`src/rtl/lfsr_share_ctrl.sv`:
```
// lfsr_share_ctrl: 4-bit XOR-feedback LFSR with seed loading and a warm-up
// phase. It shares fresh nibbles between two requesters by round-robin.
// Each grant consumes exactly one LFSR step, so the two requesters never
// receive the same value.
module lfsr_share_ctrl #(
    parameter logic [3:0]  SEED   = 4'b1111,
    parameter int unsigned WARMUP = 4
) (
    input  logic       clk,
    input  logic       rst,
    input  logic       seed_load,
    input  logic [3:0] seed_val,
    input  logic [1:0] req,
    output logic [1:0] gnt,
    output logic [3:0] rnd,
    output logic       rnd_valid,
    output logic       busy
);

    typedef enum logic {WARM, READY} state_t;

    // With a zero warm-up length the WARM state is skipped entirely.
    localparam state_t     INIT_ST = (WARMUP == 0) ? READY : WARM;
    localparam logic [4:0] WARM_N  = 5'(WARMUP);

    state_t     state;
    logic [3:0] lfsr;
    logic [3:0] warm_cnt;
    logic       ptr;
    logic       sel;
    logic       warm_done;

    function automatic logic [3:0] lfsr_step(input logic [3:0] q);
        return {q[2], q[1], q[3] ^ q[0], q[3]};
    endfunction

    // Requester to grant: the only one asking, or the one ptr prefers.
    always_comb begin
        sel       = req[1] & (~req[0] | ptr);
        warm_done = ({1'b0, warm_cnt} + 5'd1) == WARM_N;
    end

    // Controller FSM, LFSR, arbitration pointer and registered outputs.
    always_ff @(posedge clk) begin
        if (rst) begin
            state     <= INIT_ST;
            lfsr      <= SEED;
            warm_cnt  <= 4'd0;
            ptr       <= 1'b0;
            gnt       <= 2'b00;
            rnd       <= 4'h0;
            rnd_valid <= 1'b0;
        end else begin
            gnt       <= 2'b00;
            rnd_valid <= 1'b0;
            if (seed_load) begin
                // Zero would lock up the LFSR, so it is replaced by SEED.
                lfsr     <= (seed_val == 4'h0) ? SEED : seed_val;
                warm_cnt <= 4'd0;
                state    <= INIT_ST;
            end else begin
                case (state)
                    WARM: begin
                        lfsr     <= lfsr_step(lfsr);
                        warm_cnt <= warm_cnt + 4'd1;
                        if (warm_done)
                            state <= READY;
                    end
                    READY: begin
                        if (|req) begin
                            gnt       <= sel ? 2'b10 : 2'b01;
                            rnd       <= lfsr;
                            rnd_valid <= 1'b1;
                            lfsr      <= lfsr_step(lfsr);
                            ptr       <= ~sel;
                        end
                    end
                    default: state <= INIT_ST;
                endcase
            end
        end
    end

    assign busy = (state == WARM);

endmodule

```
`config.mk`:
```
export PLATFORM = sky130hd
export DESIGN_NAME = lfsr_share_ctrl
export DESIGN_NICKNAME = d
export VERILOG_FILES = /design/src/rtl/lfsr_share_ctrl.sv
export SDC_FILE = /design/constraint.sdc
export NUM_CORES = 1
export LEC_CHECK = 0
export ABC_AREA = 1
export CORE_MARGIN = 2
export CORE_UTILIZATION = 47
export DETAILED_ROUTE_END_ITERATION = 10
export GPL_TIMING_DRIVEN = 0
export PLACE_DENSITY = 0.73
export SYNTH_ARGS = -nofsm -noshare
export SYNTH_HDL_FRONTEND = slang
export SYNTH_SLANG_ARGS = --single-unit
```
`constraint.sdc`:
```
create_clock -name clk -period 1.1 [get_ports clk]
set_clock_uncertainty 0.05 [all_clocks]
set_input_delay 0.22 -clock clk [delete_from_list [all_inputs] [get_ports clk]]
set_output_delay 0.22 -clock clk [all_outputs]
set_load 0.005 [all_outputs]
```
==> results.sh, run 1 <==
export IMPL_status="complete, but fails checks"
export IMPL_violations="setup timing"
export IMPL_max_slew_worst_pin_slew_ps=316
export IMPL_drt_first_pass_iters=6
export IMPL_clockRootBuffer="clkbuf_4"
export IMPL_grt_antenna_before_repair=0
export IMPL_slew_violations=0
export IMPL_dr_total_vias=717
export IMPL_arrival_ps=1250
export IMPL_ys_top_cells_by_area="dfxtp_1 (47%), nand2_1 (15%), nand3_1 (11%), inv_1 (7.2%), nor2_1 (5.7%)"
export IMPL_synth_top_area_frac=0.468
export IMPL_hold_class="reg2reg"
export IMPL_clock_path_buffers=2
export IMPL_drc=0
export IMPL_diodes=0
export IMPL_rows=14
export IMPL_synth_top_family_by_area="simple AND/OR/NAND/NOR gates"
export IMPL_synth_warnings=0
export IMPL_finalSetupViolCount=2
export IMPL_ios=17
export IMPL_syn_nets=114
export IMPL_grtUsageTotal=0.165
export IMPL_syn_instance_count=104
export IMPL_nets=143
export IMPL_numCtsBuffers=3
export IMPL_cellInternalPower_mw=0.826
export IMPL_crit_fanout=6
export IMPL_fmax_ghz=0.901
export IMPL_clk_latency_ps=290
export IMPL_setup_ws_ps=-9.33
export IMPL_post_route_period_util=1.01
export IMPL_syn_avg_cell_area_um2=6.99
export IMPL_total_power_mw=1.09
export IMPL_p_clk_frac=0.301
export IMPL_die_area_um2=1880
export IMPL_synthMuxAreaShare=0
export IMPL_area_delta_synth_final_pct=42.5
export IMPL_coreArea_um2=1470
export IMPL_crit_type="reg2reg"
export IMPL_synth_compound_gate_area_share=0.0482
export IMPL_syn_area_um2=727
export IMPL_drt_iter0_drc=20
export IMPL_layout_common_cells="nand2_1 (26), inv_1 (13), dfxtp_1 (12)"
export IMPL_drive_gt1_frac=0.333
export IMPL_hold_path_startpoint="rnd[3]"
export IMPL_hold_slack_ps=411
export IMPL_grt_pass1_wl_mm=2.30
export IMPL_cp_startpoint="state"
export IMPL_grt_ovfl_total=0
export IMPL_final_hold_viol_count=0
export IMPL_htreeDepth=1
export IMPL_synthSimpleGateAreaFrac=0.372
export IMPL_tns_ps=-15.7
export IMPL_synth_adder_area_share=0.0172
export IMPL_cp_data_required_time_ps=1240
export IMPL_drv_cap=0
export IMPL_finalCriticalPeriod_ps=1110
export IMPL_p_comb_frac=0.110
export IMPL_rsz0062_at_grt="true"
export IMPL_crit_path_start_kind="flip-flop"
export IMPL_die_h_um=43.3
export IMPL_timing_rr_start="state"
export IMPL_grt_pass1_vias=593
export IMPL_synth_xor_area_share=0.0120
export IMPL_endpoint_kind="flip-flop"
export IMPL_layout_filler_cells=130
export IMPL_peakVddDrop_v=0.000708
export IMPL_p_seq_frac=0.589
export IMPL_switchingPower_mw=0.260
export IMPL_io_buffer_count=16
export IMPL_hpwl_mm=1.06
export IMPL_swShare=0.240
export IMPL_grt_max_degree=10
export IMPL_synth_top_area_cell="dfxtp_1"
export IMPL_cts_sinks=17
export IMPL_ys_seq_area_frac=0.468
export IMPL_power_per_cell_area_nw_per_um2=1050
export IMPL_via_per_inst=4.84
export IMPL_ys_ff_latch=17
export IMPL_wl_per_cell_um=10.2
export IMPL_clk_pin_slew_ps=90
export IMPL_start_util=0.494
export IMPL_fp_dieW_um=43.3
export IMPL_wirelength_mm=1.51
export IMPL_relSlewSlack=0.788
export IMPL_synth_distinct_cells=15
export IMPL_drtAntennaViolNets=0
export IMPL_gp_congestion=0.806
export IMPL_p_leak_nw=0.529
export IMPL_cts_tree="built"
export IMPL_final_common_cell="nand2_1"
==> logic make-up after synthesis <==
family	Yosys count
fa+ha+maj	1
simple gates	62
flops	17
buf+inv	16
xor+xnor	1
compound gates	7
==> worst paths after layout <==
path              endpoint  slack [ps]  depth (start not counted)
setup / recovery    rnd[3]          -9                          6
hold / removal      rnd[3]         410                          2
setup reg to reg    rnd[3]          -9                          6
hold reg to reg     rnd[3]         410                          2
==> registers in the layout, summed over array words and instances (netlist names) <==
register,cells
state,1
gnt,2
rnd_valid,1
rnd,4
lfsr,4
ptr,1
warm_cnt,4
==> stage by stage <==
stage / utilization / cells / instance area (µm²) / worst slack, ps
after CTS: 0.667 / 145 / 981 / 0.643
after global routing: 0.704 / 148 / 1040 / -81.5
after global placement: 0.616 / 136 / 907 / -429
final: 0.704 / 148 / 1040 / -9.33
after floorplan: - / 104 / 727 / 105
after detailed placement: 0.616 / 136 / 907 / -440
==> critical path, cell delays in order, from the launching register on <==
cell,delay (ps)
dfxtp_2,340
inv_2,40
buf_6,120
nor2_4,210
nand2_4,110
nand3_2,90
o21ai_2,60
==> synthesized netlist by cell type (all sizes together) <==
| library cell | number |
|---|---|
| nand3 | 16 |
| a21oi | 3 |
| o21ai | 4 |
| ha | 1 |
| dfxtp | 17 |
| xor2 | 1 |
| nand4 | 1 |
| nor2 | 13 |
| clkinv | 1 |
| inv | 15 |
| nand2 | 30 |
| or2 | 2 |
==> cell type report <==
class                           instances  area [µm²]  share of cell area
Clock buffer                            4        26.3              0.0254
Sequential cell                        17         347               0.335
Inverter                               16        60.1              0.0580
Tap cell                               16        20.0              0.0193
Timing Repair Buffer                   24         183               0.176
Multi-Input combinational cell         71         400               0.386
==> power groups by stage <==
stage | Sequential, mW | Clock, mW | Combinational [mW]
after floorplan | 0.651 | 0 | 0.0560
after global placement | 0.653 | 0 | 0.101
after detailed placement | 0.654 | 0 | 0.102
after CTS | 0.639 | 0.336 | 0.107
after global routing | 0.641 | 0.365 | 0.134
final | 0.639 | 0.327 | 0.120
==> what timing repair did <==
| item | in CTS | in global routing |
|---|---|---|
| setup endpoints to repair | 18 | 16 |
| setup buffers | 5 | 3 |
| hold buffers | 0 | 0 |
| gates cloned | 0 | 0 |
| pin swaps | 1 | 6 |
| endpoints found under the hold margin | 0 | 0 |
| gates resized for setup | 28 | 24 |
==> metal layers <==
layer  up-vias  global-route usage  share of wire
met2        24               0.260           0.46
li1        385                   -              -
met5         -                   0              0
met1       306               0.211           0.47
met3         2              0.0375          0.054
met4         0              0.0909          0.014
Power figures use the tool's default switching activity.
==> run 2: changes to the inputs <==
--- a/config.mk
+++ b/config.mk
@@ -7,10 +7,10 @@
 export LEC_CHECK = 0
 export ABC_AREA = 1
 export CORE_MARGIN = 2
-export CORE_UTILIZATION = 47
+export CORE_UTILIZATION = 50
 export DETAILED_ROUTE_END_ITERATION = 10
 export GPL_TIMING_DRIVEN = 0
-export PLACE_DENSITY = 0.73
+export PLACE_DENSITY = 0.77
 export SYNTH_ARGS = -nofsm -noshare
 export SYNTH_HDL_FRONTEND = slang
 export SYNTH_SLANG_ARGS = --single-unit
==> constraint.sdc (replaced) <==
create_clock -name clk -period 1.3 [get_ports clk]
set_clock_uncertainty 0.05 [all_clocks]
set_input_delay 0.26 -clock clk [delete_from_list [all_inputs] [get_ports clk]]
set_output_delay 0.26 -clock clk [all_outputs]
set_load 0.005 [all_outputs]
==> results.sh, run 2 (synthesized netlist as in run 1, its figures left out) <==
export IMPL_ios=17
export IMPL_reg2regPathDepth=6
export IMPL_grt_ovfl_total=0
export IMPL_worstPathCellList="inv_2, dlygate4sd2_1"
export IMPL_grt_max_degree=11
export IMPL_relSlewSlack=0.788
export IMPL_post_route_period_util=0.944
export IMPL_peakVddDrop_v=0.000490
export IMPL_cpPeakStageDelay_ps=340
export IMPL_numCtsBuffers=3
export IMPL_drv_cap=0
export IMPL_crit_path_start_kind="flip-flop"
export IMPL_grt_antenna_before_repair=0
export IMPL_p_leak_nw=0.508
export IMPL_arrival_ps=920
export IMPL_die_h_um=42.1
export IMPL_finalCriticalPeriod_ps=1230
export IMPL_grt_pass1_vias=633
export IMPL_endpoint_kind="output pin"
export IMPL_cp_buffers_inverters=2
export IMPL_place_ws_ps=-264
export IMPL_slew_violations=0
export IMPL_cp_data_required_time_ps=990
export IMPL_hold_class="in2reg"
export IMPL_grt_pass1_wl_mm=2.51
export IMPL_nets=138
export IMPL_layout_common_cells="nand2_1 (30), nand3_1 (16), inv_1 (14)"
export IMPL_diodes=0
export IMPL_status="completed"
export IMPL_wirelength_mm=1.40
export IMPL_final_hold_viol_count=0
export IMPL_crit_type="reg2out"
export IMPL_area_delta_synth_final_pct=32.4
export IMPL_coreArea_um2=1330
export IMPL_placed_cell_area_um2=906
export IMPL_grtUsageTotal=0.181
export IMPL_max_slew_worst_pin_slew_ps=317
export IMPL_multiInputGateArea_um2=334
export IMPL_tns_ps=0
export IMPL_wl_per_cell_um=9.88
export IMPL_finalInstanceArea_um2=962
export IMPL_setup_ws_ps=72.4
export IMPL_drt_iter0_drc=8
export IMPL_via_per_inst=4.99
export IMPL_start_util=0.545
export IMPL_drive_gt1_frac=0.142
export IMPL_clk_pin_slew_ps=90
export IMPL_hpwl_mm=1.01
export IMPL_fp_dieW_um=42.1
export IMPL_drt_first_pass_iters=4
export IMPL_htreeDepth=1
export IMPL_cts_sinks=17
export IMPL_rows=13
export IMPL_die_area_um2=1770
export IMPL_final_common_cell="nand2_1"
export IMPL_rsz0062_at_grt="false"
export IMPL_clk_latency_ps=290
export IMPL_fmax_ghz=0.815
export IMPL_crit_cells=2
export IMPL_reg_largest_list="lfsr (4), rnd (4), warm_cnt (4)"
export IMPL_crit_slowest_cell="dfxtp_2"
export IMPL_dr_total_vias=708
export IMPL_clockRootBuffer="clkbuf_4"
export IMPL_drtAntennaViolNets=0
export IMPL_regArea_um2=347
export IMPL_hold_slack_ps=377
export IMPL_cts_tree="built"
export IMPL_finalSetupViolCount=0
export IMPL_power_per_cell_area_nw_per_um2=951
export IMPL_drc=0
export IMPL_cp_top_family="flip-flops"
export IMPL_io_buffer_count=16
export IMPL_clock_path_buffers=2
export IMPL_layout_filler_cells=125
export IMPL_holdPathStages=4
export IMPL_gp_congestion=0.770
export IMPL_crit_fanout=2
## run 2: cell types whose count changed in the layout (fill, tap and decap cells not counted), moves of 2 or more
| cell | previous run | this run |
|---|---|---|
| buf_4 | 7 | 3 |
| dlygate4sd2_1 | 1 | 8 |
| nand2_4 | 2 | 0 |
| nand2_1 | 26 | 30 |
| nand3_1 | 8 | 16 |
| clkbuf_2 | 7 | 0 |
| nand3_2 | 7 | 0 |
| o21ai_0 | 2 | 4 |
| nand2_2 | 2 | 0 |
## run 2: area by class of cell
type,count,share of cell area
inverter,16,0.0624
sequential,17,0.360
clock inverter,1,0.00520
multi-input combinational,71,0.347
clock buffer,3,0.0234
timing repair buffer,19,0.182
tap,15,0.0195
## run 2: report_power, final
group          switching (mW)  internal [mW]  total [mW]
logic                  0.0463         0.0436      0.0900
registers             0.00846          0.532       0.541
clock network           0.170          0.115       0.284
total                   0.224          0.690       0.915
## run 2: tightest hold or removal path, stage by stage
cell and delay, ps:
dlymetal6s2s_1 260, nor2_4 70, nand2_1 60, nor2_1 30
## run 2: final timing paths
kind | from | endpoint | slack, ps
setup / recovery | state | busy | 70
hold / removal | seed_load | warm_cnt[3] | 380
setup reg to reg | state | rnd[3] | 150
hold reg to reg | lfsr[2] | rnd[2] | 420
## run 2: per-layer routing
layer  share of wire  GRT usage  vias to the layer above
met5               0          0                        -
met4           0.014     0.0625                        0
met3           0.059     0.0388                        2
met2            0.44      0.313                       23
met1            0.49      0.223                      312
li1                -          -                      371
## run 2: stage by stage
stage | total power, mW | instances | util
detailed placement | 0.639 | 135 | 0.679
CTS | 0.919 | 142 | 0.714
global placement | 0.638 | 135 | 0.679
global route | 0.958 | 142 | 0.721
finish | 0.915 | 142 | 0.721
floorplan | 0.599 | 104 | -
## run 2: what timing repair did
action | CTS | global route
endpoints found under the setup margin | 8 | 5
gates resized for setup | 13 | 3
pin swaps | 0 | 0
buffers inserted | 3 | 0
hold buffers | 0 | 0
==> run 3: changes to the inputs <==
--- a/config.mk
+++ b/config.mk
@@ -6,11 +6,10 @@
 export NUM_CORES = 1
 export LEC_CHECK = 0
 export ABC_AREA = 1
-export CORE_MARGIN = 2
-export CORE_UTILIZATION = 50
+export CORE_UTILIZATION = 42
 export DETAILED_ROUTE_END_ITERATION = 10
 export GPL_TIMING_DRIVEN = 0
-export PLACE_DENSITY = 0.77
+export PLACE_DENSITY = 0.69
 export SYNTH_ARGS = -nofsm -noshare
 export SYNTH_HDL_FRONTEND = slang
 export SYNTH_SLANG_ARGS = --single-unit
==> constraint.sdc (replaced) <==
create_clock -name clk -period 1.1 [get_ports clk]
set_clock_uncertainty 0.05 [all_clocks]
set_input_delay 0.22 -clock clk [delete_from_list [all_inputs] [get_ports clk]]
set_output_delay 0.22 -clock clk [all_outputs]
set_load 0.005 [all_outputs]
==> results.sh, run 3 (synthesized netlist as in run 1, its figures left out) <==
export IMPL_hold_slack_ps=408
export IMPL_slew_violations=0
export IMPL_cts_sinks=17
export IMPL_finalNonFillerCells=146
export IMPL_io_buffer_count=16
export IMPL_status="complete, but fails checks"
export IMPL_layout_common_cells="nand2_1 (27), inv_1 (13), dfxtp_1 (12)"
export IMPL_holdPathStages=2
export IMPL_clock_path_buffers=2
export IMPL_wl_per_cell_um=9.91
export IMPL_finalInstanceArea_um2=1010
export IMPL_drt_iter0_drc=20
export IMPL_max_slew_worst_pin_slew_ps=225
export IMPL_start_util=0.466
export IMPL_whs_endpoint="ptr"
export IMPL_rsz0062_at_grt="true"
export IMPL_numCtsBuffers=3
export IMPL_finalCriticalPeriod_ps=1120
export IMPL_arrival_ps=1250
export IMPL_hold_buffers=0
export IMPL_place_ws_ps=-446
export IMPL_cellInternalPower_mw=0.821
export IMPL_final_common_cell="nand2_1"
export IMPL_total_power_mw=1.08
export IMPL_p_seq_frac=0.593
export IMPL_fp_dieW_um=43.6
export IMPL_p_clk_frac=0.301
export IMPL_switchingPower_mw=0.255
export IMPL_hold_path_startpoint="ptr"
export IMPL_dr_total_vias=727
export IMPL_diodes=0
export IMPL_fmax_ghz=0.895
export IMPL_drv_cap=0
export IMPL_placedCellCount=136
export IMPL_relSlewSlack=0.849
export IMPL_clk_pin_slew_ps=90
export IMPL_reg2regPathDepth=4
export IMPL_clockRootBuffer="clkbuf_4"
export IMPL_die_area_um2=1900
export IMPL_wirelength_mm=1.45
export IMPL_p_comb_frac=0.106
export IMPL_grt_pass1_vias=604
export IMPL_endpoint_kind="flip-flop"
export IMPL_drtAntennaViolNets=0
export IMPL_timing_rr_start="warm_cnt[0]"
export IMPL_crit_fanout=3
export IMPL_gp_congestion=0.788
export IMPL_setup_ws_ps=-17.4
export IMPL_peakVddDrop_v=0.000728
export IMPL_die_h_um=43.6
export IMPL_swShare=0.237
export IMPL_clk_latency_ps=290
export IMPL_hpwl_um=986
export IMPL_crit_type="reg2reg"
export IMPL_placed_cell_area_um2=907
export IMPL_final_hold_viol_count=0
export IMPL_coreArea_um2=1560
export IMPL_regToRegSetupSlack_ps=-20
export IMPL_grt_max_degree=10
export IMPL_grt_antenna_before_repair=0
export IMPL_finalSetupViolCount=1
export IMPL_nets=141
export IMPL_finish_utilization=0.645
export IMPL_tns_ps=-17.4
export IMPL_hold_class="reg2reg"
export IMPL_post_route_period_util=1.02
export IMPL_crit_path_start_kind="flip-flop"
export IMPL_rows=14
export IMPL_htreeDepth=1
export IMPL_grt_pass1_wl_mm=2.34
export IMPL_drc=1
export IMPL_grtUsageTotal=0.166
export IMPL_reg_largest_list="lfsr (4), rnd (4), warm_cnt (4)"
export IMPL_drt_first_pass_iters=8
export IMPL_ios=17
export IMPL_power_per_cell_area_nw_per_um2=1070
export IMPL_drive_gt1_frac=0.285
export IMPL_cts_tree="built"
export IMPL_timing_rr_end="warm_cnt[2]"
export IMPL_via_per_inst=4.98
export IMPL_grt_ovfl_total=0
export IMPL_violations="DRC, setup timing"
export IMPL_p_leak_nw=0.492
export IMPL_cp_data_required_time_ps=1230
export IMPL_area_delta_synth_final_pct=38.4
==> run 3: cell count changes in the layout (fill, tap and decap cells not counted), sizes merged <==
| cell | before | now |
|---|---|---|
| buf | 3 | 7 |
| clkinv | 2 | 0 |
| dlygate4sd2 | 8 | 1 |
| dlymetal6s2s | 1 | 0 |
| clkdlybuf4s15 | 0 | 1 |
| clkinvlp | 0 | 1 |
| clkbuf | 3 | 10 |
==> run 3: layout make-up <==
cell class	instances	area, µm²
fill	151	553
multi-input combinational	71	374
sequential	17	349
timing repair buffer	22	173
inverter	16	63.8
clock buffer	4	26.3
tap	16	20.0
==> run 3: power by group through the flow <==
| stage | registers (mW) | clock network (mW) | logic, mW |
|---|---|---|---|
| finish | 0.638 | 0.324 | 0.114 |
| CTS | 0.637 | 0.330 | 0.109 |
| global route | 0.640 | 0.350 | 0.129 |
| detailed placement | 0.654 | 0 | 0.102 |
| global placement | 0.654 | 0 | 0.101 |
| floorplan | 0.651 | 0 | 0.0560 |
==> run 3: metal layers <==
metal	vias up	GRT usage	routed length, µm
li1	382	-	-
met1	313	0.214	679
met2	28	0.254	651
met3	4	0.0375	90
met4	0	0.0938	25
met5	-	0	0
==> run 3: worst max-delay path by stage <==
stage / startpoint / endpoint / slack [ps]
after floorplan: state / rnd[0] / 100
after global routing: warm_cnt[0] / warm_cnt[2] / -60
after detailed placement: seed_load / ptr / -450
after global placement: seed_load / ptr / -420
after CTS: state / lfsr[3] / -10
final: warm_cnt[0] / warm_cnt[2] / -20
==> run 3: critical path, stage by stage (launching register included) <==
cell	delay, ps
dfxtp_1	390
ha_1	200
nand2_1	90
o21ai_0	220
a21oi_1	70
==> run 3: repair_timing <==
item,CTS,global route
resized for setup,35,12
endpoints found under the setup margin,19,17
hold endpoints to repair,0,0
pin swaps,4,3
buffers inserted,3,3
